File: config.mk
export PLATFORM = sky130hd
export DESIGN_NAME = bin2bcd_seq
export DESIGN_NICKNAME = d
export VERILOG_FILES = /design/src/rtl/bin2bcd_pkg.sv /design/src/rtl/bcd_add3.sv /design/src/rtl/bin2bcd_seq.sv
export SDC_FILE = /design/constraint.sdc
export NUM_CORES = 1
export LEC_CHECK = 0
export BUFFER_PORTS_ARGS = -buffer_cell sky130_fd_sc_hd__buf_4
export CAP_MARGIN = 20
export CELL_PAD_IN_SITES_DETAIL_PLACEMENT = 0
export CELL_PAD_IN_SITES_GLOBAL_PLACEMENT = 2
export CORE_MARGIN = 1
export CORE_UTILIZATION = 35
export CTS_CLUSTER_DIAMETER = 120
export DETAILED_ROUTE_END_ITERATION = 8
export PLACE_DENSITY_LB_ADDON = 0.1
export RECOVER_POWER = 25
export SLEW_MARGIN = 20
export SYNTH_ARGS = -nofsm -noshare
export SYNTH_HDL_FRONTEND = slang
export SYNTH_SLANG_ARGS = --single-unit
File: constraint.sdc
create_clock -name clk -period 5.8 [get_ports clk]
set_input_delay 0.29 -clock clk [delete_from_list [all_inputs] [get_ports clk]]
set_output_delay 0.29 -clock clk [all_outputs]
set_load 0.05 [all_outputs]
File: src/rtl/bin2bcd_pkg.sv
// Shared types and constants for the sequential binary-to-BCD converter.
// Holds the FSM encoding, BCD digit constants and a constant-time power-of-ten helper.
package bin2bcd_pkg;

    typedef enum logic [1:0] {
        StIdle,
        StShift,
        StFin
    } state_t;

    localparam int         BCD_DIGIT_W = 4;
    localparam logic [3:0] BCD_BLANK   = 4'hF;
    localparam logic [3:0] BCD_NINE    = 4'h9;

    // Elaboration-time 10^n, used to derive the saturation threshold.
    function automatic logic [63:0] pow10(input int unsigned n);
        logic [63:0] acc;
        acc = 64'd1;
        for (int unsigned i = 0; i < n; i++) begin
            acc = acc * 64'd10;
        end
        return acc;
    endfunction

endpackage

File: src/rtl/bcd_add3.sv
// Single-digit adjust for the shift-and-add-3 algorithm: digits of 5..9 get +3
// so the following left shift carries correctly into the next decimal digit.
module bcd_add3
    import bin2bcd_pkg::*;
(
    input  logic [BCD_DIGIT_W-1:0] digit,
    output logic [BCD_DIGIT_W-1:0] adjusted
);

    always_comb begin
        adjusted = digit;
        if (digit >= 4'd5) begin
            adjusted = digit + 4'd3;
        end
    end

endmodule

File: src/rtl/bin2bcd_seq.sv
// Sequential shift-and-add-3 binary-to-BCD converter with start/done handshake.
// Define BIN2BCD_BLANK_EN to blank leading zero digits with the display's all-off code.
module bin2bcd_seq
    import bin2bcd_pkg::*;
#(
    parameter int unsigned BIN_W  = 20,
    parameter int unsigned DIGITS = 6
) (
    input  logic                            clk,
    input  logic                            rst,
    input  logic [BIN_W-1:0]                bin_in,
    input  logic                            start,
    output logic                            busy,
    output logic                            done,
    output logic                            ovf,
    output logic [BCD_DIGIT_W*DIGITS-1:0]   bcd_out
);

    localparam int unsigned BCD_W = BCD_DIGIT_W * DIGITS;
    localparam int unsigned CNT_W = $clog2(BIN_W + 1);

    localparam logic [63:0]      MAX_VAL  = pow10(DIGITS) - 64'd1;
    localparam logic [CNT_W-1:0] CNT_INIT = CNT_W'(BIN_W);
    localparam logic [BCD_W-1:0] SAT_WORD = {DIGITS{BCD_NINE}};
`ifdef BIN2BCD_BLANK_EN
    localparam logic [BCD_W-1:0] RST_WORD = {{(DIGITS - 1){BCD_BLANK}}, 4'h0};
`else
    localparam logic [BCD_W-1:0] RST_WORD = '0;
`endif

    state_t           state_q;
    logic [BIN_W-1:0] sr_q;
    logic [BCD_W-1:0] bs_q;
    logic [CNT_W-1:0] cnt_q;
    logic             sat_q;

    logic [BCD_W-1:0] bs_adj;
    logic [BCD_W-1:0] blanked;
    logic [BCD_W-1:0] fin_word;

    for (genvar g = 0; g < DIGITS; g++) begin : g_adj
        bcd_add3 u_add3 (
            .digit    (bs_q[g*BCD_DIGIT_W +: BCD_DIGIT_W]),
            .adjusted (bs_adj[g*BCD_DIGIT_W +: BCD_DIGIT_W])
        );
    end

`ifdef BIN2BCD_BLANK_EN
    logic leading;

    // Blank from the top down until the first non-zero digit; digit 0 always shows.
    always_comb begin
        blanked = bs_q;
        leading = 1'b1;
        for (int i = int'(DIGITS) - 1; i >= 1; i--) begin
            if (leading && bs_q[i*BCD_DIGIT_W +: BCD_DIGIT_W] == 4'h0) begin
                blanked[i*BCD_DIGIT_W +: BCD_DIGIT_W] = BCD_BLANK;
            end else begin
                leading = 1'b0;
            end
        end
    end
`else
    always_comb begin
        blanked = bs_q;
    end
`endif

    always_comb begin
        fin_word = sat_q ? SAT_WORD : blanked;
    end

    always_ff @(posedge clk or posedge rst) begin
        if (rst) begin
            state_q <= StIdle;
            sr_q    <= '0;
            bs_q    <= '0;
            cnt_q   <= '0;
            sat_q   <= 1'b0;
            busy    <= 1'b0;
            done    <= 1'b0;
            ovf     <= 1'b0;
            bcd_out <= RST_WORD;
        end else begin
            done <= 1'b0;
            case (state_q)
                StIdle: begin
                    if (start) begin
                        sr_q    <= bin_in;
                        bs_q    <= '0;
                        cnt_q   <= CNT_INIT;
                        sat_q   <= 64'(bin_in) > MAX_VAL;
                        busy    <= 1'b1;
                        state_q <= StShift;
                    end
                end
                StShift: begin
                    // Carry out of the top digit drops off here; only reachable when saturated.
                    {bs_q, sr_q} <= {bs_adj, sr_q} << 1;
                    cnt_q        <= cnt_q - 1'b1;
                    if (cnt_q == CNT_W'(1)) begin
                        state_q <= StFin;
                    end
                end
                StFin: begin
                    bcd_out <= fin_word;
                    ovf     <= sat_q;
                    done    <= 1'b1;
                    busy    <= 1'b0;
                    state_q <= StIdle;
                end
                default: begin
                    state_q <= StIdle;
                end
            endcase
        end
    end

endmodule

==> results of run 1 <==
Yosys cell counts (2+ instances only):
master / n
o31ai_1: 13
a22o_1: 6
a21oi_1: 10
clkbuf_1: 9
nand2b_1: 13
inv_1: 17
buf_2: 9
nor3b_1: 2
o32ai_1: 3
xor2_1: 4
dfrtp_1: 79
o21ai_1: 3
xnor2_1: 6
mux2i_1: 6
buf_4: 2
a32o_1: 6
or4_1: 2
o21ai_0: 25
a22oi_1: 19
o22ai_1: 8
nand3_1: 4
nand2_1: 69
ha_1: 14
nor2_1: 15
worst min-delay path: stages:
cell        delay [ps]
clkbuf_4           110
clkinvlp_2          60
buf_6              530
metrics by stage:
stage          cells  utilization  worst slack [ps]
2_1_floorplan    358            -              3487
3_3_place_gp     524       0.4157              3808
3_5_place_dp     524       0.4157              3810
4_1_cts          540       0.4335              3845
5_1_grt          540       0.4343              3936
6_report         540       0.4343              4033
cell usage in the layout (no fill, tap or decap), types with 6 or more instances in the layout:
| master | Yosys | layout |
|---|---|---|
| dfrtp_1 | 79 | 79 |
| nand2_1 | 69 | 69 |
| buf_4 | 2 | 52 |
| o21ai_0 | 25 | 25 |
| a22oi_1 | 19 | 19 |
| inv_1 | 17 | 16 |
| nor2_1 | 15 | 15 |
| ha_1 | 14 | 14 |
| o31ai_1 | 13 | 13 |
| nand2b_1 | 13 | 13 |
| clkbuf_8 | 0 | 11 |
| a21oi_1 | 10 | 10 |
| o22ai_1 | 8 | 8 |
| xnor2_1 | 6 | 6 |
| mux2i_1 | 6 | 6 |
| a22o_1 | 6 | 6 |
| a32o_1 | 6 | 6 |
worst paths after layout:
| check | startpoint | endpoint | cells after the start |
|---|---|---|---|
| min | rst | done | 3 |
| max reg2reg | state_q[1] | blanked[23] | 4 |
| max | state_q[1] | blanked[23] | 4 |
| min in group clk | bin_in[0] | sr_q[0] | 3 |
| max in group asynchronous | rst | bcd_out[18] | 3 |
| min reg2reg | sr_q[18] | sr_q[18] | 2 |
registers in the layout, summed over array words and instances, names as in the netlist:
signal   count
bcd_out     24
blanked     24
busy         1
cnt_q        5
done         1
ovf          1
sat_q        1
sr_q        20
state_q      2
layer usage:
| layer | GRT usage | share of wire | routed length, microns |
|---|---|---|---|
| met3 | 0.02945 | 0.041 | 325 |
| met2 | 0.2667 | 0.47 | 3686 |
| met4 | 0.07653 | 0.018 | 144 |
| met5 | 0 | 0 | 0 |
| met1 | 0.1995 | 0.47 | 3726 |
power groups by stage:
stage                     sequential [mW]  combinational (mW)  clock (mW)
after floorplan                      1.20               0.705           0
after global placement              0.976                1.23           0
after detailed placement            0.981                1.25           0
after CTS                           0.971                1.25       0.391
after global routing                 1.01                1.38       0.410
final                               0.967                1.23       0.373
area by class of cell:
| class | count | area [sq um] | share of cell area |
|---|---|---|---|
| clock buffer | 13 | 158.9 | 0.03692 |
| inverter | 17 | 65.06 | 0.01512 |
| clock inverter | 3 | 17.52 | 0.004070 |
| timing repair buffer | 54 | 409.1 | 0.09506 |
| multi-input combinational | 241 | 1510 | 0.3509 |
| tap | 133 | 166.4 | 0.03866 |
| sequential | 79 | 1977 | 0.4593 |
logic make-up after synthesis:
kind of cell,count (synthesis),share of synthesized area
AOI/OAI and AO/OA,95,0.1770
xor gates and xnor gates,10,0.02405
adders and majority gates,14,0.04811
buffers and inverters,38,0.04433
DFF,79,0.5430
muxes,7,0.01959
and+or+nand+nor,115,0.1440
==> results.toml, run 1 <==
[timing]
hold_viol = 0
drv_slew = 0
tns_ps = 0
finalSetupViolCount = 0
skew_ps = 9.113
relSlewSlack = 0.3992
tightest_slew_ps = 901.2
fmax_mhz = 566.0
min_period_over_period = 0.3046
holdWs_ps = 133.4
post-route-min-period_ps = 1767
rsz0062_at_grt = "no"

[synth]
synth-seq-cells = 79
synthFlopType = "dfrtp_1"
async_reset_ff_frac = 1.000
synth_area_sq_mm = 0.003641
synth_cells = 358
synth_edf_count = 0
syn_area_per_cell_sq_um = 10.17
yosys_warnings = 0
ys_seq_area_frac = 0.5430
synth_area_leaders = "dfrtp_1 54%, nand2_1 7.1%, ha_1 4.8%, a22oi_1 3.9%, o21ai_0 3.4%"
synth.distinct_cells = 38
synth_top_area_frac = 0.5430
synth_top_area_cell = "dfrtp_1"
synth_nets = 395

[setup_path]
required_ps = 6040
crit_slowest_cell = "or3b_1"
path_cells = "or3b_1 -> nand2_4 -> o31ai_1 -> a32o_1"
arrival_ps = 2010
path_delay_family = "simple AND/OR/NAND/NOR gates"
startpoint_type = "flip-flop"
reg2reg_slack_ps = 4030
crit_type = "flip-flop to flip-flop"
end_kind = "flip-flop"
worst_path_largest_cell_delay_ps = 600
path_buf_inv = 0
crit_fanout = 17

[detailed_routing]
drc_errors = 0
finalWirelength_mm = 7.882
vias = 2716
drtIter0Drc = 84
wl_per_cell_microns = 14.60
routed_via_density = 5.030
ant_nets = 0
dr.pass1.iters = 4

[floorplanning]
coreArea_sq_mm = 0.009910
ios = 50
die_area_sq_mm = 0.01082
start_util = 0.3674
rows = 36
die_w_microns = 104.0
die_h_microns = 104.0

[global_routing]
grt_pass1_vias = 2821
antenna_found_initial = 0
grt_usage = 0.1598
grt_pass1_wl_mm = 13.78
grt_overflow = 0
grt_max_degree = 80

[clocking]
post_cts_buffers = 0
cts_buffer_depth = 2
post_cts_resized = 0
cts_root_buffer = "clkbuf_8"
cts_hold_buf = 0
tritoncts = "built"
clk_latency_ps = 350
htree_levels = 3
path_clk_slew_ps = 80
clock-sinks = 79
numCtsBuffers = 9

[cells_and_area]
num-fill-cells = 1018
nets = 439
final_area_sq_mm = 0.004304
drive_above_1_share = 0.1843
diodes = 0
area_growth_pct = 18.21

[job]
maxCapViolations = 0

[pwr]
irDropWorstVdd_mv = 0.2624
p_switching_mw = 1.135
power_mw = 2.573
clkPwrFrac = 0.145
pwr-share-comb = 0.479
p_leak_nw = 2.054
sequentialPowerShare = 0.376
power_density_mw_per_mm2 = 597.9
p_sw_frac = 0.4412
intPower_mw = 1.438

[placement]
gp_congestion = 0.7256
place_area_sq_mm = 0.004119
hpwl_mm = 4.978
io_buffer_count = 49

[worst_hold_path]
hold_class = "input port to async pin"

[status]
status = "finished clean"
Note: power is estimated with default switching activity, not from simulation.
==> inputs of run 2 (changes only) <==
==> constraint.sdc (replaced) <==
create_clock -name clk -period 1.7 [get_ports clk]
set_input_delay 0.085 -clock clk [delete_from_list [all_inputs] [get_ports clk]]
set_output_delay 0.085 -clock clk [all_outputs]
set_load 0.05 [all_outputs]
==> run 2 against run 1 <==
Compared with the run above: count of clock-buffer cells in the layout unchanged; critical endpoint is now blanked[18]; sequential power increased to 3.4 times the previous value; critical path type unchanged; cell count increased by 4.8%.
==> results.toml, run 2 (same netlist as run 1, synthesis figures left out) <==
[placement]
io_buffer_count = 49
hpwl_mm = 5.064
place_area_sq_mm = 0.004192
gp_congestion = 0.7354

[timing]
tightest_slew_ps = 1134
rsz0062_at_grt = "no"
min_period_over_period = 0.9092
post-route-min-period_ps = 1546
finalSetupViolCount = 0
skew_ps = 9.049
drv_slew = 0
tns_ps = 0
fmax_mhz = 647.0
relSlewSlack = 0.2438
hold_viol = 0

[global_routing]
grt_pass1_wl_mm = 14.00
grt_usage = 0.1628
grt_max_degree = 80
grt_pass1_vias = 2863
grt_overflow = 0
antenna_found_initial = 0

[setup_path]
required_ps = 2000
worst_path_largest_cell_delay_ps = 420
end_kind = "flip-flop"
startpoint = "blanked[16]"
endpoint = "blanked[18]"
reg2reg_from = "blanked[16]"
crit_fanout = 4
path_cells = "inv_1 -> ha_1 -> nand2b_1 -> a21oi_1 -> mux2i_1 -> a22o_1"
r2r_cells = 6
crit_type = "flip-flop to flip-flop"
startpoint_type = "flip-flop"
crit_slowest_cell = "dfrtp_1"
arrival_ps = 1840
reg2reg_slack_ps = 150
reg2reg_to = "blanked[18]"

[status]
status = "finished clean"

[detailed_routing]
wl_per_cell_microns = 14.09
ant_nets = 0
drc_errors = 0
vias = 2823
drtIter0Drc = 96
finalWirelength_mm = 7.975
routed_via_density = 4.988
dr.pass1.iters = 4

[clocking]
numCtsBuffers = 9
htree_levels = 3
cts_buffer_depth = 2
cts_root_buffer = "clkbuf_8"
tritoncts = "built"
post_cts_buffers = 0
clock-sinks = 79
path_clk_slew_ps = 80
clk_latency_ps = 350

[pwr]
power_density_mw_per_mm2 = 1949
irDropWorstVdd_mv = 0.6958
sequentialPowerShare = 0.368
p_switching_mw = 3.898
p_leak_nw = 2.173
intPower_mw = 4.997
clkPwrFrac = 0.142
p_sw_frac = 0.4382
pwr-share-comb = 0.490

[floorplanning]
coreArea_sq_mm = 0.009910
rows = 36
die_h_microns = 104.0
start_util = 0.3674
die_area_sq_mm = 0.01082
die_w_microns = 104.0
ios = 50

[cells_and_area]
diodes = 0
nets = 467
num-fill-cells = 995
final_common_cell = "dfrtp_1"
area_growth_pct = 25.33
final_cell_mix = "79 x dfrtp_1, 69 x nand2_1, 57 x buf_4, 25 x o21ai_0, 22 x dlygate4sd3_1"
post-route-util = 0.4605
final_area_sq_mm = 0.004563
drive_above_1_share = 0.1824

[worst_hold_path]
hold_class = "input port to flip-flop"

[job]
maxCapViolations = 0
## run 2: cell type report
| class | instances | area, sq um | share of cell area |
|---|---|---|---|
| sequential | 79 | 1977 | 0.4332 |
| multi-input combinational | 241 | 1509 | 0.3307 |
| timing repair buffer | 82 | 679.4 | 0.1489 |
| tap | 133 | 166.4 | 0.03647 |
| clock buffer | 13 | 158.9 | 0.03482 |
| inverter | 17 | 67.56 | 0.01481 |
| clock inverter | 1 | 5.005 | 0.001097 |
## run 2: layer usage
metal  vias up  share of wire  track usage
met5         -              0            0
met4         0          0.016      0.05816
met3        13          0.037      0.03947
met2        53           0.48       0.2652
met1      1366           0.47       0.2102
li1       1391              -            -
## run 2: what timing repair did
action	4_1_cts	5_1_grt
hold buffers	22	0
resized for setup	0	1
endpoints found under the hold margin	100	0
setup endpoints to repair	0	2
## run 2: how the worst min path moves through the flow
| stage | from | to | slack (ps) | depth (start not counted) |
|---|---|---|---|---|
| final | bin_in[0] | sr_q[0] | 470 | 4 |
| after global routing | bin_in[0] | sr_q[0] | 470 | 4 |
| after CTS | rst | cnt_q[3] | 420 | 4 |
| after detailed placement | rst | cnt_q[2] | 250 | 3 |
| after global placement | rst | sr_q[16] | 250 | 3 |
| after floorplan | bin_in[0] | sr_q[0] | 190 | 2 |
## run 2: per-stage QoR
step           instances  power, mW  worst slack [ps]  hold WS, ps
2_1_floorplan        358      6.492             307.1        190.4
3_3_place_gp         530      7.638             163.4        249.8
3_5_place_dp         530      7.690             166.7        252.1
4_1_cts              566      9.016             142.8        423.8
5_1_grt              566      9.636             22.22        468.7
6_report             566      8.895             154.4        466.8
## run 2: power groups by stage
stage | Combinational [mW] | Sequential, mW | Clock (mW)
3_3_place_gp | 4.33 | 3.31 | 0
2_1_floorplan | 2.41 | 4.09 | 0
4_1_cts | 4.42 | 3.28 | 1.31
3_5_place_dp | 4.37 | 3.32 | 0
5_1_grt | 4.85 | 3.39 | 1.40
6_report | 4.36 | 3.27 | 1.26
## run 2: critical path, delay by kind of cell (launching register included)
kind            cells  cell delay [ps]
compound gates      2              410
fa+ha+maj           1              210
buf+inv             1              130
flops               1              420
mux                 1              240
simple gates        1               80
